**src/rtl/ofdm_rx_pkg.sv**
```systemverilog
// Shared types and constants for the OFDM receive framing blocks.
// Latency: n/a (types and constants only).
// Backpressure: n/a.
package ofdm_rx_pkg;

    typedef enum logic [2:0] {
        IDLE  = 3'd0,
        SKIP  = 3'd1,
        CP    = 3'd2,
        DATA  = 3'd3,
        DRAIN = 3'd4,
        DONE  = 3'd5
    } cprm_state_t;

    // Configuration latch contents before the first capture.
    localparam int NFFT_DEF = 4096;
    localparam int CP_DEF   = 256;

    // Packed I/Q sample layout.
    localparam int I_LSB = 0;
    localparam int I_MSB = 15;
    localparam int Q_LSB = 16;
    localparam int Q_MSB = 31;

endpackage

```
**src/rtl/axis_skid_buf.sv**
```systemverilog
// Two-entry valid/ready skid buffer carrying an opaque W-bit payload.
// Latency: 1 cycle from input acceptance to m_vld.
// Backpressure: s_rdy is the not-full flag, derived from registers only, so no combinational path from m_rdy.
// Ports: s_vld/s_rdy/s_dat input side, m_vld/m_rdy/m_dat output side,
//        drained = empty now or emptying at this clock edge.
module axis_skid_buf #(
    parameter int W = 34
) (
    input  logic         aclk,
    input  logic         areset,
    input  logic         s_vld,
    output logic         s_rdy,
    input  logic [W-1:0] s_dat,
    output logic         m_vld,
    input  logic         m_rdy,
    output logic [W-1:0] m_dat,
    output logic         drained
);

    logic [W-1:0] ent0_q, ent1_q;
    logic         wr_ptr_q, rd_ptr_q;
    logic [1:0]   count_q;
    logic         push, pop;

    assign s_rdy   = (count_q != 2'd2);
    assign m_vld   = (count_q != 2'd0);
    // The head entry is never the write target while occupied, so m_dat
    // holds steady for as long as the beat is stalled.
    assign m_dat   = rd_ptr_q ? ent1_q : ent0_q;
    assign push    = s_vld && s_rdy;
    assign pop     = m_vld && m_rdy;
    assign drained = (count_q == 2'd0) || ((count_q == 2'd1) && m_rdy);

    always_ff @(posedge aclk or posedge areset) begin
        if (areset) begin
            ent0_q   <= '0;
            ent1_q   <= '0;
            wr_ptr_q <= 1'b0;
            rd_ptr_q <= 1'b0;
            count_q  <= 2'd0;
        end else begin
            if (push) begin
                if (wr_ptr_q) ent1_q <= s_dat;
                else          ent0_q <= s_dat;
                wr_ptr_q <= ~wr_ptr_q;
            end
            if (pop) rd_ptr_q <= ~rd_ptr_q;
            count_q <= count_q + {1'b0, push} - {1'b0, pop};
        end
    end

endmodule

```
**src/rtl/ofdm_cp_remover.sv**
```systemverilog
// Receive OFDM framer: drops a start offset, then per symbol drops the CP and forwards nfft samples with tuser/tlast.
// Latency: 1 cycle from input acceptance to m_axis_tvalid (through the skid buffer).
// Backpressure: SKIP/CP always ready; DATA ready = registered skid not-full; DRAIN/DONE not ready.
// Ports: aclk/areset; i_start + i_nfft/i_cp_len/i_skip/i_num_symbols config;
//        s_axis_* from the DDC, m_axis_* to the FFT; o_busy/o_done/o_sym_count status.
module ofdm_cp_remover
    import ofdm_rx_pkg::*;
#(
    parameter int DATA_W = 32,
    parameter int NFFT_W = 13,
    parameter int CP_W   = 11,
    parameter int SKIP_W = 16,
    parameter int SYM_W  = 8
) (
    input  logic              aclk,
    input  logic              areset,
    input  logic              i_start,
    input  logic [NFFT_W-1:0] i_nfft,
    input  logic [CP_W-1:0]   i_cp_len,
    input  logic [SKIP_W-1:0] i_skip,
    input  logic [SYM_W-1:0]  i_num_symbols,
    input  logic [DATA_W-1:0] s_axis_tdata,
    input  logic              s_axis_tvalid,
    output logic              s_axis_tready,
    output logic [DATA_W-1:0] m_axis_tdata,
    output logic              m_axis_tvalid,
    input  logic              m_axis_tready,
    output logic              m_axis_tlast,
    output logic              m_axis_tuser,
    output logic              o_busy,
    output logic              o_done,
    output logic [SYM_W-1:0]  o_sym_count
);

    cprm_state_t       state_q, state_d;
    // One beat counter serves skip, CP and sample phases; it is wide enough
    // for any of them and is cleared on every phase change.
    logic [SKIP_W-1:0] cnt_q, cnt_d;
    logic [SYM_W-1:0]  sym_idx_q, sym_idx_d;
    logic [SYM_W-1:0]  sym_count_q;
    logic [NFFT_W-1:0] nfft_q;
    logic [CP_W-1:0]   cp_q;
    logic [SKIP_W-1:0] skip_q;
    logic [SYM_W-1:0]  nsym_q;
    logic              cfg_load;

    logic              acc;
    logic              buf_in_vld, buf_in_rdy, buf_drained;
    logic              in_user, in_last;
    logic              is_last_sample, is_last_sym;

    assign acc            = s_axis_tvalid && s_axis_tready;
    assign is_last_sample = (cnt_q == SKIP_W'(nfft_q) - SKIP_W'(1));
    assign is_last_sym    = (sym_idx_q == nsym_q - SYM_W'(1));

    always_comb begin
        state_d       = state_q;
        cnt_d         = cnt_q;
        sym_idx_d     = sym_idx_q;
        cfg_load      = 1'b0;
        s_axis_tready = 1'b0;
        buf_in_vld    = 1'b0;
        in_user       = 1'b0;
        in_last       = 1'b0;
        case (state_q)
            IDLE: begin
                s_axis_tready = !areset;
                if (i_start) begin
                    cfg_load  = 1'b1;
                    cnt_d     = '0;
                    sym_idx_d = '0;
                    if (i_nfft == '0 || i_num_symbols == '0) state_d = DONE;
                    else if (i_skip != '0)                   state_d = SKIP;
                    else if (i_cp_len != '0)                 state_d = CP;
                    else                                     state_d = DATA;
                end
            end
            SKIP: begin
                s_axis_tready = 1'b1;
                if (acc) begin
                    if (cnt_q == skip_q - SKIP_W'(1)) begin
                        cnt_d   = '0;
                        state_d = (cp_q != '0) ? CP : DATA;
                    end else begin
                        cnt_d = cnt_q + SKIP_W'(1);
                    end
                end
            end
            CP: begin
                s_axis_tready = 1'b1;
                if (acc) begin
                    if (cnt_q == SKIP_W'(cp_q) - SKIP_W'(1)) begin
                        cnt_d   = '0;
                        state_d = DATA;
                    end else begin
                        cnt_d = cnt_q + SKIP_W'(1);
                    end
                end
            end
            DATA: begin
                s_axis_tready = buf_in_rdy;
                buf_in_vld    = s_axis_tvalid;
                in_user       = (cnt_q == '0);
                in_last       = is_last_sample;
                if (acc) begin
                    if (is_last_sample) begin
                        cnt_d     = '0;
                        sym_idx_d = sym_idx_q + SYM_W'(1);
                        if (is_last_sym)       state_d = DRAIN;
                        else if (cp_q != '0)   state_d = CP;
                        else                   state_d = DATA;
                    end else begin
                        cnt_d = cnt_q + SKIP_W'(1);
                    end
                end
            end
            // Leave as the final beat is taken so o_done follows it by one cycle.
            DRAIN: if (buf_drained) state_d = DONE;
            DONE:  state_d = IDLE;
            default: state_d = IDLE;
        endcase
    end

    always_ff @(posedge aclk or posedge areset) begin
        if (areset) begin
            state_q     <= IDLE;
            cnt_q       <= '0;
            sym_idx_q   <= '0;
            sym_count_q <= '0;
            nfft_q      <= NFFT_W'(NFFT_DEF);
            cp_q        <= CP_W'(CP_DEF);
            skip_q      <= '0;
            nsym_q      <= '0;
        end else begin
            state_q   <= state_d;
            cnt_q     <= cnt_d;
            sym_idx_q <= sym_idx_d;
            if (cfg_load) begin
                nfft_q      <= i_nfft;
                cp_q        <= i_cp_len;
                skip_q      <= i_skip;
                nsym_q      <= i_num_symbols;
                sym_count_q <= '0;
            end else if (m_axis_tvalid && m_axis_tready && m_axis_tlast) begin
                sym_count_q <= sym_count_q + SYM_W'(1);
            end
        end
    end

    axis_skid_buf #(
        .W(DATA_W + 2)
    ) u_skid (
        .aclk    (aclk),
        .areset  (areset),
        .s_vld   (buf_in_vld),
        .s_rdy   (buf_in_rdy),
        .s_dat   ({in_user, in_last, s_axis_tdata}),
        .m_vld   (m_axis_tvalid),
        .m_rdy   (m_axis_tready),
        .m_dat   ({m_axis_tuser, m_axis_tlast, m_axis_tdata}),
        .drained (buf_drained)
    );

    assign o_busy      = (state_q == SKIP) || (state_q == CP) ||
                         (state_q == DATA) || (state_q == DRAIN);
    assign o_done      = (state_q == DONE);
    assign o_sym_count = sym_count_q;

endmodule

```
**config.mk**
```make
export PLATFORM = sky130hd
export DESIGN_NAME = ofdm_cp_remover
export DESIGN_NICKNAME = d
export VERILOG_FILES = /design/src/rtl/ofdm_rx_pkg.sv /design/src/rtl/axis_skid_buf.sv /design/src/rtl/ofdm_cp_remover.sv
export SDC_FILE = /design/constraint.sdc
export NUM_CORES = 1
export LEC_CHECK = 0
export BUFFER_PORTS_ARGS = -buffer_cell sky130_fd_sc_hd__buf_2
export CORE_MARGIN = 10
export CORE_UTILIZATION = 50
export DETAILED_ROUTE_END_ITERATION = 8
export PLACE_DENSITY = 0.72
export SKIP_LAST_GASP = 1
export SYNTH_ARGS = -nofsm -noshare
export SYNTH_HDL_FRONTEND = slang
export SYNTH_SLANG_ARGS = --single-unit
```
**constraint.sdc**
```tcl
create_clock -name aclk -period 13.1 [get_ports aclk]
set_input_delay 1.965 -clock aclk [delete_from_list [all_inputs] [get_ports aclk]]
set_output_delay 1.965 -clock aclk [all_outputs]
set_load 0.1 [all_outputs]
```
## After elaboration in Yosys (flattened, before gate mapping)

Index checks and enable logic that the tools add are counted.

- Bits in registers: 155
- Output and inout bits: 46
- Bits of input ports: 85

- Equal/unequal tests: 19
- Multiplexer cells: 35
- Add/sub/neg operators: 9
- Reduce and logical (&&, ||, !) cells: 29
- Bitwise gates (word level): 2

Operators with widths:

| cell | number |
|---|---|
| $mux 16 | 7 |
| $pmux 16 s4 | 1 |
| $eq 16x16->1 | 3 |
| $mux 8 | 5 |
| $mux 34 | 1 |
| $mux 3 | 10 |
| $reduce_bool 11->1 | 2 |
| $ne 2x2->1 const B | 9 |
| $add 16x1->16 const B | 1 |
| $add 8x1->8 const B | 2 |
| $logic_not 16->1 | 1 |
| $pmux 8 s2 | 1 |
| $reduce_bool 16->1 | 1 |
| $sub 16x1->16 const B | 1 |
| $pmux 3 s5 | 1 |
| $sub 13x1->14 const B | 1 |
| $logic_not 13->1 | 1 |
| $sub 11x1->12 const B | 1 |
| $eq 8x8->1 | 1 |
| $logic_not 8->1 | 1 |
| $reduce_and 8->1 | 1 |
| $sub 8x1->8 const B | 1 |
| $mux 1 | 7 |
| $eq 3x2->1 const B | 2 |
| other kinds (19) | 32 |

## Depth between registers and ports, before layout

Gate-level depths: netlist (run 1).

- Depth after elaboration: 6
- Depth in mapped cells: 13

## Modules after synthesis

A second synthesis (run 1) with hierarchy kept.

- Cells, all modules: 857
- Area total of the unflattened synthesis: 9018.6 um^2

By module, submodules not included:

| module | times used | seq. area each (um^2) | area each (um^2) | cells each |
|---|---|---|---|---|
| ofdm_cp_remover | 1 | 2079.5 | 5696.7 | 651 |
| axis_skid_buf | 1 | 1801.7 | 3321.9 | 206 |

## Worst setup path after synthesis (run 1)

Ideal clock, no wire load.

- Path kind: input to output
- Start: input port areset
- End: output port s_axis_tready
- Stages on the path: 1
- Slack: 6939 ps
- Data required time: 11135 ps
- Arrival: 4196 ps
- Path through: a211oi_1

- Longest elaborated chain between the ends: 2

Ends and longest elaborated chain:

| element | line | RTL |
|---|---|---|
| start, declared | ofdm_cp_remover.sv:16 | `input logic areset,` |
| $logic_not 1->1 (no line) | -- |  |
| $pmux 1 s3 | ofdm_cp_remover.sv:65 | `case (state_q)` |
| end, declared | ofdm_cp_remover.sv:24 | `output logic s_axis_tready,` |

No other way between the ends.

## Final worst setup path (run 1)

Ends and elaborated chain as after synthesis.

==> impl_summary.txt, run 1 <==
----------------------------------------------------
[Critical path]
  Worst-path fanout max ... 2
  Top cell by count, worst path ... buf_2
  Critical path endpoint category ... primary output
  Critical Path AT ... about 3 ns
  Slowest cell delay on critical path ... between 0.5 and 0.6 ns
  Cell type group with the largest total delay on the critical path ... buffers and inverters
  Critical Path, Cell by Cell ... buf_2 > a211oi_1 > buf_2
  Crit Path Category ... in -> out
  Req. time, crit path ... roughly 11 ns
  Crit path max-delay cell type ... buf_2
  Critical Path Source Type ... primary input
  Worst path bufs/invs ... 2

[Pwr]
  Leakage dissipation ... 4.50 nW
  Highest ir drop seen on vdd ... 0.345 mV
  Power per unit of standard cell area ... 293 mW/mm^2

[STA]
  Min Tclk post-route ... 4.97 ns
  Final slew viol count ... 0
  Final hold violation count ... 0
  Slew margin rel. ... 0.317
  FMAX ... 201 MHz
  Clock skew ... 0.00870 ns
  Total Negative Setup Slacks ... 0 ns
  Transition time at the pin with the least slew margin ... approximately 1.0 ns
  Setup repair after global routing missed its margin ... no
  Period Utilization, post-route ... 0.379
  Setup-failing EPs final ... 0

[Placed design]
  Final GP Congestion ... ~0.84
  HPWL after DPL ... between 10000 and 15000 um
  Number of placed cells counting well taps ... 1179
  IO buf count ... 130

[Detailed routing]
  Starting DRC count in detailed routing ... between 200 and 250
  Wire length reported by the detailed router ... 20300 um
  Average wire length per cell after detail routing ... approximately 17 um
  Residual antenna-violating net count after detailed routing ... 0
  First drt pass iteration count ... 5
  Avg Vias per Cell ... 5.51
  Post-detailed-route DRC marker count ... 0
  Via count ... about 6700

[Synth]
  Synthesized area divided by synthesized cell count ... between 9 and 10 um^2
  Proportion of synthesized chip area in sequential cells ... 0.454
  Cell count after synthesis ... 873
  Number of warnings printed during yosys synthesis ... 0
  Total nets after synthesis ... just under 1000
  Most instantiated flip-flop cell in the synthesis netlist ... dfrtp_1
  Number of distinct library cells after synthesis ... 73
  Synthesized area ... ~0.0086 mm^2
  Number of synthesized register bits ... 155
  Number of enable-type register cells in the synthesized netlist ... 0
  Share of flip-flops with an asynchronous set or reset after synthesis ... 1.00

[Clock network]
  Number of H-tree levels ... 4
  Insertion delay of the later-clocked pin in the worst-skew pair ... 0.43 ns
  Setup Fix Bufs, Post-CTS ... 0
  Resized cells post-CTS ... 0
  Clock tree from TritonCTS ... done
  CTS root buf ... clkbuf_16
  Clk buf depth ... 2
  Clock transition at the register clock pins on the worst setup and hold paths after CTS ... 0.06 ns
  TritonCTS Buffers ... 17
  Quantity of hold-fixing buffers added after cts ... 0
  CTS sink cnt ... 155

[Layout]
  Layout cell share with drive strength beyond 1 ... 0.293
  Area Growth Syn to Fin ... 16.1%
  Non-filler cells, final ... roughly 1200
  Fin nets ... about 1100

[Floorplan]
  Core region area ... 0.0167 mm^2
  Number of rows in the core area ... 47
  Die area ... 0.0227 mm^2
  Horizontal die dimension ... 151 um
  Top-level I/O count ... 131
  Die Ht ... 151 um
  Effective utilization at floorplan ... 0.512

[Job]
  Number of max-cap violations ... 0

[Global routing]
  First-pass GRT wire length ... between 30000 and 40000 um
  Number of global-route vias before repair ... 6862
  Global router's overall resource usage ... 0.182
  Total global routing overflow ... 0
  Largest net degree at the start of global routing ... 83
  Initial antenna violation count ... 1

[Outcome]
  Result of the run ... finished, final reports clean

[Min path]
  Type of the most critical hold path ... reg -> reg

----------------------------------------------------
## cell type report
type | instances | area (um^2)
diodes | 1 | 2.50
clock buffers | 17 | 425
repair buffers | 137 | 703
clock inverters | 14 | 175
multi-input cells | 647 | 4390
flip-flops and latches | 155 | 3880
well taps | 220 | 275
fillers | 1462 | 6770
inverters | 20 | 80.1
## per-layer routing
layer	vias to the layer above	track usage	part of all wire
met5	-	0	0
met4	0	0.0544	0.014
met2	152	0.298	0.48
met1	3249	0.224	0.44
met3	20	0.0609	0.067
li1	3254	-	-
## stage by stage
| stage | hold WS (ns) | util | total power [mW] | cell area [um^2] | setup WS [ns] |
|---|---|---|---|---|---|
| finish | 0.482 | 0.595 | 2.91 | 9930 | 8.13 |
| global route | 0.507 | 0.594 | 3.08 | 9930 | 8.06 |
| CTS | 0.482 | 0.594 | 2.93 | 9930 | 8.10 |
| global placement | 0.471 | 0.558 | 2.39 | 9330 | 8.10 |
| floorplan | 0.450 | - | 2.16 | 8560 | 6.94 |
| detailed placement | 0.472 | 0.558 | 2.42 | 9330 | 8.10 |
## sequential cells by signal, summed over array words and instances (netlist names)
name / flops
u_skid.ent0_q: 34
u_skid.ent1_q: 34
cnt_q: 16
skip_q: 16
nfft_q: 13
cp_q: 11
nsym_q: 8
o_sym_count: 8
sym_idx_q: 8
state_q: 3
u_skid.count_q: 2
u_skid.rd_ptr_q: 1
u_skid.wr_ptr_q: 1
## report_power, final
part | leakage, nW | switching, mW | internal (mW)
Clock | 0.288 | 0.213 | 0.287
Combinational | 2.30 | 1.05 | 0.485
Sequential | 1.92 | 0.194 | 0.679
## worst min-delay path: stages (launching register included)
cell     delay, ns
dfstp_2       0.39
nand2_1       0.05
nand2_1       0.05
## final timing paths
kind | slack (ns) | endpoint | depth (start not counted) | startpoint
setup / recovery | 8.13 | s_axis_tready | 3 | areset
hold / removal | 0.48 | nfft_q[12] | 2 | nfft_q[12]
setup reg to reg | 9.61 | cnt_q[1] | 10 | nfft_q[0]
hold reg to reg | 0.48 | nfft_q[12] | 2 | nfft_q[12]
max in group asynchronous | 9.98 | skip_q[12] | 3 | areset
min in group asynchronous | 1.66 | u_skid.count_q[0] | 2 | areset
## cell usage in the layout, fill, tap and decap left out, types with 7 or more instances in the layout
cell type  netlist  layout
nor4_1          20      20
buf_2            3     130
or4_1            9       9
nand2_1        164     164
dfrtp_1        153     153
ha_1            10      10
a21oi_1          7       7
clkbuf_16        0      17
xor2_1          36      36
xnor2_1         48      48
mux2_2         100     100
buf_4            0       7
nand4_1         14      14
a31oi_1          7       7
nor3_1          29      28
o21ai_0         32      32
or3_1            7       7
inv_1           20      19
and3_1           9       9
nand3_1         20      20
nor2_1          51      51
inv_6            0       7
## cells by family after synthesis
family | Yosys count | share of synthesized area
AND/OR/NAND/NOR | 357 | 0.200
flip-flops | 155 | 0.454
multiplexers | 104 | 0.136
AO/OA/AOI/OAI | 92 | 0.0753
XOR/XNOR | 84 | 0.0860
buffers and inverters | 71 | 0.0342
adder cells (fa/ha/maj) | 10 | 0.0146
## synthesized netlist by cell type, types with 9 or more instances
master | count | area, um^2
and3_1 | 9 | 56.3
clkbuf_1 | 40 | 150
dfrtp_1 | 153 | 3830
ha_1 | 10 | 125
inv_1 | 20 | 75.1
mux2_2 | 100 | 1130
nand2_1 | 164 | 616
nand3_1 | 20 | 100
nand4_1 | 14 | 87.6
nor2_1 | 51 | 191
nor3_1 | 29 | 145
nor4_1 | 20 | 125
o21ai_0 | 32 | 160
or4_1 | 9 | 67.6
xnor2_1 | 48 | 420
xor2_1 | 36 | 315
(Power assumes the default switching activity.)
==> inputs of run 2 (changes only) <==
Settings changed: ABC_AREA from default to 1, PLACE_DENSITY 0.72 to 0.74.
Clock period 13.1 ns to 4.3 ns, I/O delays scaled along.
==> run 2 against run 1 <==
Synthesized area rose by 7.3%. Die area rose by 6.3%. Sequential share of layout area fell by 2.3 points. Critical path depth rose by 2. Clock skew rose by 0.0030 ns. Design area rose by 6.2%. First-iteration DRC count rose by 130%. Via count rose by 25%. Clock power rose to 3.0 times the previous value. Largest power group unchanged.
==> impl_summary.txt, run 2 <==
----------------------------------------------------
[Synth]
  Number of distinct library cells after synthesis ... 39 (was 73)
  Synthesized area divided by synthesized cell count ... 7.13 um^2 (was 9.80 um^2)
  Proportion of synthesized chip area in sequential cells ... 0.423 (was 0.454)
  Cell types occupying the most area after synthesis ... dfrtp_1 (42%), nand2_1 (20%), o21ai_0 (5.8%), inv_1 (5.4%), nand3_1 (4.1%) (was dfrtp_1 (45%), mux2_2 (13%), nand2_1 (7.2%), xnor2_1 (4.9%), xor2_1 (3.7%))
  Most instantiated flip-flop cell in the synthesis netlist ... dfrtp_1 (unchanged)
  Cell count after synthesis ... 1287 (was 873)
  Fraction of post-synthesis cell area in the top cell type by area ... 0.417 (was 0.447)
  Total nets after synthesis ... 1382 (was 968)
  Cell accounting for the most synthesized area ... dfrtp_1 (unchanged)
  Top cells by count, synth ... nand2_1 (479), dfrtp_1 (153), inv_1 (133), o21ai_0 (106), nor2_1 (85) (was nand2_1 (164), dfrtp_1 (153), mux2_2 (100), nor2_1 (51), xnor2_1 (48))
  Number of synthesized register bits ... 155 (unchanged)
  Share of flip-flops with an asynchronous set or reset after synthesis ... 1.00 (unchanged)
  Synthesized area ... 0.00918 mm^2 (was 0.00856 mm^2)
  Most used standard cell by instance count after synthesis ... nand2_1 (unchanged)
  Number of enable-type register cells in the synthesized netlist ... 0 (unchanged)
  Number of warnings printed during yosys synthesis ... 0 (unchanged)

[Clock network]
  Resized cells post-CTS ... 0 (unchanged)
  Clock transition at the register clock pins on the worst setup and hold paths after CTS ... 0.07 ns (was 0.06 ns)
  Setup Fix Bufs, Post-CTS ... 0 (unchanged)
  TritonCTS Buffers ... 17 (unchanged)
  Clk buf depth ... 2 (unchanged)
  CTS sink cnt ... 155 (unchanged)
  Quantity of hold-fixing buffers added after cts ... 0 (unchanged)
  Insertion delay of the later-clocked pin in the worst-skew pair ... 0.43 ns (about the same)
  Number of H-tree levels ... 4 (unchanged)
  CTS root buf ... clkbuf_16 (unchanged)
  Clock tree from TritonCTS ... done (unchanged)

[Job]
  Number of max-cap violations ... 0 (unchanged)

[Layout]
  Most frequent cells in the layout ... nand2_1 (477), dfrtp_1 (153), inv_1 (131), buf_2 (130), o21ai_0 (106) (was nand2_1 (164), dfrtp_1 (153), buf_2 (130), mux2_2 (100), nor2_1 (51))
  Area Growth Syn to Fin ... 14.9% (was 16.1%)
  Final instance area ... 0.0105 mm^2 (was 0.00993 mm^2)
  Most common cell after layout, fill and taps aside ... nand2_1 (unchanged)
  End-of-flow core utilization ... 0.585 (was 0.595)
  Non-filler cells, final ... 1634 (was 1211)
  Final-layout fill cell count ... 1677 (was 1462)
  Fin nets ... 1486 (was 1073)
  Sequential standard cell area ... 0.00388 mm^2 (unchanged)
  Layout cell share with drive strength beyond 1 ... 0.170 (was 0.293)
  Multi-input gate area ... 0.00454 mm^2 (was 0.00439 mm^2)
  Largest registers ... u_skid.ent0_q x34, u_skid.ent1_q x34 (unchanged)

[Min path]
  Type of the most critical hold path ... in -> async (was reg -> reg)

[STA]
  FMAX ... 347 MHz
  Clock skew ... 0.0117 ns (was 0.00870 ns)
  Slew margin rel. ... 0.231 (was 0.317)
  Final hold slack ... 0.393 ns (was 0.482 ns)
  Period Utilization, post-route ... 0.670
  Final hold violation count ... 0 (unchanged)
  Total Negative Setup Slacks ... 0 ns (unchanged)
  Final slew viol count ... 0 (unchanged)
  Min Tclk post-route ... 2.88 ns
  Final Worst Setup Slack ... 1.42 ns (was 8.13 ns)
  Setup-failing EPs final ... 0 (unchanged)
  Transition time at the pin with the least slew margin ... 1.15 ns (was 1.02 ns)
  Setup repair after global routing missed its margin ... no (unchanged)

[Placed design]
  Final GP Congestion ... 0.877 (was 0.842)
  Dpl cell area ... 0.00995 mm^2 (was 0.00933 mm^2)
  Setup slack at placement ... 1.34 ns (was 8.10 ns)
  Number of placed cells counting well taps ... 1601 (was 1179)
  HPWL after DPL ... 16900 um (was 14600 um)
  IO buf count ... 130 (unchanged)

[Critical path]
  Critical Path AT ... 2.24 ns (was 3.00 ns)
  Req. time, crit path ... 3.65 ns (was 11.14 ns)
  Critical path endpoint category ... primary output (unchanged)
  Crit Path Category ... in -> out (unchanged)
  Critical Path Source Type ... primary input (unchanged)
  Cell type group with the largest total delay on the critical path ... buffers and inverters (unchanged)
  Count of cells along the worst register-to-register path ... 17 (was 10)
  Worst-path fanout max ... 39 (was 2)
  Slowest cell delay on critical path ... 0.68 ns (was 0.51 ns)
  Crit path max-delay cell type ... clkinvlp_4 (was buf_2)
  R2r startpoint ... cp_q[0] (was nfft_q[0])
  WP depth ... 5 (was 3)
  Launching element of the worst setup path ... areset (unchanged)
  CP endpoint ... s_axis_tready (unchanged)
  Endpoint of the lowest-slack register-to-register path ... cnt_q[10] (was cnt_q[1])
  Worst path bufs/invs ... 3 (was 2)
  Critical Path, Cell by Cell ... buf_2 > clkinvlp_4 > nand2_2 > nand3_4 > buf_2 (was buf_2 > a211oi_1 > buf_2)
  Top cell by count, worst path ... buf_2 (unchanged)
  Worst-case register-to-register setup slack ... 1.92 ns (was 9.61 ns)

[Floorplan]
  Horizontal die dimension ... 156 um (was 151 um)
  Effective utilization at floorplan ... 0.509 (was 0.512)
  Die area ... 0.0242 mm^2 (was 0.0227 mm^2)
  Core region area ... 0.0180 mm^2 (was 0.0167 mm^2)
  Top-level I/O count ... 131 (unchanged)
  Number of rows in the core area ... 49 (was 47)
  Die Ht ... 156 um (was 151 um)

[Detailed routing]
  First drt pass iteration count ... 5 (unchanged)
  Post-detailed-route DRC marker count ... 0 (unchanged)
  Starting DRC count in detailed routing ... 553 (was 243)
  Average wire length per cell after detail routing ... 14.0 um (was 16.8 um)
  Avg Vias per Cell ... 5.09 (was 5.51)
  Residual antenna-violating net count after detailed routing ... 0 (unchanged)
  Via count ... 8319 (was 6675)
  Wire length reported by the detailed router ... 23000 um (was 20300 um)

[Pwr]
  Leakage dissipation ... 5.66 nW (was 4.50 nW)
  Highest ir drop seen on vdd ... 0.643 mV (was 0.345 mV)
  Total design power ... 8.56 mW (was 2.91 mW)
  Power per unit of standard cell area ... 811 mW/mm^2 (was 293 mW/mm^2)

[Global routing]
  Global router's overall resource usage ... 0.193 (was 0.182)
  Number of global-route vias before repair ... 8217 (was 6862)
  Total global routing overflow ... 0 (unchanged)
  First-pass GRT wire length ... 39000 um (was 33800 um)
  Largest net degree at the start of global routing ... 77 (was 83)
  Initial antenna violation count ... 1 (unchanged)

[Outcome]
  Result of the run ... finished, final reports clean (unchanged)

----------------------------------------------------
[run 2: report_power, final]
| part | internal (mW) | switching (mW) | total (mW) | leakage [nW] |
|---|---|---|---|---|
| logic | 1.11 | 3.50 | 4.61 | 3.36 |
| registers | 2.01 | 0.447 | 2.46 | 2.00 |
| clock network | 0.783 | 0.706 | 1.49 | 0.293 |
| total | 3.90 | 4.66 | 8.56 | 5.66 |
[run 2: how the worst min path moves through the flow]
stage / slack [ns] / to / cells after the start / startpoint
global route: 0.42 / skip_q[12] / 3 / i_skip[12]
floorplan: 0.45 / u_skid.ent1_q[0] / 2 / u_skid.ent1_q[0]
finish: 0.39 / u_skid.ent0_q[28] / 2 / areset
global placement: 0.47 / u_skid.ent0_q[20] / 2 / u_skid.ent0_q[20]
detailed placement: 0.47 / u_skid.ent1_q[12] / 2 / u_skid.ent1_q[12]
CTS: 0.41 / u_skid.ent1_q[23] / 2 / areset
[run 2: layout make-up]
class	instances	area share
Antenna cell	1	0.000237
Multi-Input combinational cell	936	0.431
Timing Repair Buffer	134	0.0645
Inverter	147	0.0528
Clock inverter	15	0.0164
Tap cell	229	0.0272
Clock buffer	17	0.0403
Sequential cell	155	0.368
[run 2: kinds of logic after synthesis]
| logic type | count (synthesis) | share of synthesized area |
|---|---|---|
| buffers and inverters | 196 | 0.0842 |
| AO/OA/AOI/OAI | 134 | 0.0796 |
| adder cells (fa/ha/maj) | 10 | 0.0136 |
| flip-flops | 155 | 0.423 |
| AND/OR/NAND/NOR | 735 | 0.344 |
| XOR/XNOR | 57 | 0.0559 |
[run 2: routing by layer]
| layer | track usage | vias up | wire length [um] |
|---|---|---|---|
| li1 | - | 4245 | - |
| met1 | 0.240 | 3893 | 10100 |
| met2 | 0.330 | 155 | 11400 |
| met3 | 0.0433 | 26 | 1080 |
| met4 | 0.0517 | 0 | 361 |
| met5 | 0 | - | 0 |
==> inputs of run 3 (changes only) <==
Settings changed: PLACE_DENSITY 0.74 to 0.71.
Clock period 4.3 ns to 3 ns, I/O delays scaled along.
==> run 3 against run 2 <==
Non-clock buffer count is 5 higher. First-iteration DRC count did not move. Count of clock-buffer cells in the layout stayed put. Sequential share of layout area decreased by 0.26 points. Via count shrank 1.6%. Power increased by 44%. Design area grew 0.71%. Clock skew is 0.0027 ns higher. Combinational power increased by 45%. Global-route usage increased by 0.18 points. Critical path type is now reg -> out. Largest power group unchanged.
==> impl_summary.txt, run 3 (synthesis gave the netlist of run 2 again) <==
----------------------------------------------------
[Outcome]
  Result of the run ... finished, final reports clean (unchanged)

[Placed design]
  Setup slack at placement ... 0.723 ns (was 1.34 ns)
  IO buf count ... 130 (unchanged)
  Final GP Congestion ... 0.907 (was 0.877)
  HPWL after DPL ... 17100 um (was 16900 um)

[Pwr]
  Highest ir drop seen on vdd ... 0.942 mV (was 0.643 mV)
  Portion of total power attributed to sequential cells ... 0.286 (was 0.287)
  Psw ... 6.68 mW (was 4.66 mW)
  Clock power share ... 0.172 (was 0.174)
  Portion of total power attributed to combinational logic ... 0.541 (was 0.538)
  Internal power ... 5.63 mW (was 3.90 mW)
  Switching portion of total power ... 0.543 (was 0.544)
  Power per unit of standard cell area ... 1160 mW/mm^2 (was 811 mW/mm^2)
  Leakage dissipation ... 5.69 nW (was 5.66 nW)

[Layout]
  Multi-input gate area ... 0.00455 mm^2 (was 0.00454 mm^2)
  Most frequent cells in the layout ... nand2_1 (476), dfrtp_1 (153), inv_1 (131), buf_2 (130), o21ai_0 (102) (was nand2_1 (477), dfrtp_1 (153), inv_1 (131), buf_2 (130), o21ai_0 (106))
  Final-layout fill cell count ... 1755 (was 1677)
  Layout cell share with drive strength beyond 1 ... 0.174 (was 0.170)
  Number of inserted diodes ... 0 (was 1)
  Fin nets ... 1491 (was 1486)
  Sequential standard cell area ... 0.00388 mm^2 (unchanged)
  Largest registers ... u_skid.ent0_q x34, u_skid.ent1_q x34 (unchanged)
  Area Growth Syn to Fin ... 15.7% (was 14.9%)
  Most common cell after layout, fill and taps aside ... nand2_1 (unchanged)

[Clock network]
  Setup Fix Bufs, Post-CTS ... 0 (unchanged)
  Clock tree from TritonCTS ... done (unchanged)
  Insertion delay of the later-clocked pin in the worst-skew pair ... 0.44 ns (was 0.43 ns)
  Quantity of hold-fixing buffers added after cts ... 0 (unchanged)
  Resized cells post-CTS ... 0 (unchanged)
  TritonCTS Buffers ... 17 (unchanged)
  CTS sink cnt ... 155 (unchanged)
  Number of H-tree levels ... 4 (unchanged)
  CTS root buf ... clkbuf_16 (unchanged)
  Clk buf depth ... 2 (unchanged)
  Clock transition at the register clock pins on the worst setup and hold paths after CTS ... 0.07 ns (about the same)

[STA]
  Final hold slack ... 0.220 ns (was 0.393 ns)
  Final Worst Setup Slack ... 0.621 ns (was 1.42 ns)
  Period Utilization, post-route ... 0.793
  Clock skew ... 0.0145 ns (was 0.0117 ns)
  FMAX ... around 420 MHz
  Min Tclk post-route ... around 2.4 ns
  Transition time at the pin with the least slew margin ... 0.834 ns (was 1.15 ns)
  Final hold violation count ... 0 (unchanged)
  Setup-failing EPs final ... 0 (unchanged)
  Setup repair after global routing missed its margin ... no (unchanged)
  Slew margin rel. ... 0.444 (was 0.231)
  Final slew viol count ... 0 (unchanged)

[Critical path]
  Crit Path Category ... reg -> out (was in -> out)
  Req. time, crit path ... 2.55 ns (was 3.65 ns)
  Critical Path AT ... 1.93 ns (was 2.24 ns)
  Worst-path fanout max ... 10 (was 39)
  Critical path endpoint category ... primary output (unchanged)
  Critical Path Source Type ... flop (was primary input)

[Detailed routing]
  Residual antenna-violating net count after detailed routing ... 0 (unchanged)
  First drt pass iteration count ... 5 (unchanged)
  Avg Vias per Cell ... 5.00 (was 5.09)
  Wire length reported by the detailed router ... 23000 um (about the same)
  Average wire length per cell after detail routing ... 14.1 um (was 14.0 um)
  Starting DRC count in detailed routing ... 553 (unchanged)
  Via count ... 8185 (was 8319)
  Post-detailed-route DRC marker count ... 0 (unchanged)

[Global routing]
  Highest-utilization routing layer at the global route stage ... met2 (unchanged)
  Initial antenna violation count ... 0 (was 1)
  GR Util met1 ... 0.254 (was 0.240)
  First-pass GRT wire length ... 39100 um (was 39000 um)
  Met2 routing resource usage after global routing ... 0.311 (was 0.330)
  Total global routing overflow ... 0 (unchanged)
  Largest net degree at the start of global routing ... 156 (was 77)
  Number of global-route vias before repair ... 8128 (was 8217)
  Met3 capacity usage during global routing ... 0.0436 (was 0.0433)
  Global router's overall resource usage ... 0.195 (was 0.193)

[Floorplan]
  Number of rows in the core area ... 49 (unchanged)
  Top-level I/O count ... 131 (unchanged)
  Horizontal die dimension ... 156 um (unchanged)
  Die Ht ... 156 um (unchanged)
  Effective utilization at floorplan ... 0.509 (unchanged)
  Core region area ... 0.0180 mm^2 (unchanged)
  Die area ... 0.0242 mm^2 (unchanged)

[Job]
  Number of max-cap violations ... 0 (unchanged)

[Min path]
  Type of the most critical hold path ... in -> reg (was in -> async)

----------------------------------------------------
run 3: cell count changes in the layout (fill, tap and decap cells not counted), sizes merged:
cell,change
buf,+5
clkinv,-1
clkinvlp,+1
diode,-1
run 3: stage by stage:
stage / cell area [um^2] / utilization / power [mW] / TNS, ns / instances
after CTS: 10600 / 0.589 / 12.4 / 0 / 1638
after global routing: 10600 / 0.589 / 13.3 / 0 / 1638
after detailed placement: 10000 / 0.556 / 10.2 / 0 / 1606
after global placement: 10000 / 0.556 / 10.1 / 0 / 1606
final: 10600 / 0.589 / 12.3 / 0 / 1638
after floorplan: 9210 / - / 8.95 / -21.96 / 1287
run 3: worst max-delay path, stage by stage (launching register included):
cell and delay (ns):
dfrtp_1 0.42, inv_2 0.12, nand2_2 0.09, nor2_8 0.18, o21ai_2 0.15, nand3_4 0.09
buf_2 0.43
run 3: layout make-up:
type                            instances  area share
Timing Repair Buffer                  139      0.0711
Clock buffer                           17      0.0400
Clock inverter                         15      0.0160
Multi-Input combinational cell        936       0.428
Tap cell                              229      0.0270
Sequential cell                       155       0.365
Inverter                              147      0.0526
run 3: path summary, 6_finish.rpt:
check | from | end | slack [ns] | depth (start not counted)
worst max register to register | skip_q[0] | cnt_q[3] | 0.66 | 13
worst max-delay path | state_q[2] | s_axis_tready | 0.62 | 6
worst min-delay path | i_num_symbols[7] | nsym_q[7] | 0.22 | 3
min in group asynchronous | areset | o_sym_count[7] | 0.33 | 3
worst min register to register | u_skid.ent0_q[27] | u_skid.ent0_q[27] | 0.49 | 2
max in group asynchronous | areset | cp_q[7] | 2.03 | 3
run 3: power groups by stage:
stage                     logic, mW  clock network (mW)  registers [mW]
final                          6.67                2.12            3.52
after global routing           7.38                2.25            3.63
after floorplan                5.59                   0            3.36
after CTS                      6.71                2.17            3.51
after detailed placement       6.68                   0            3.53
after global placement         6.60                   0            3.51
run 3: layer usage:
metal,vias up,share of wire
li1,4244,-
met1,3740,0.46
met2,157,0.48
met3,44,0.045
met4,0,0.022
met5,-,0
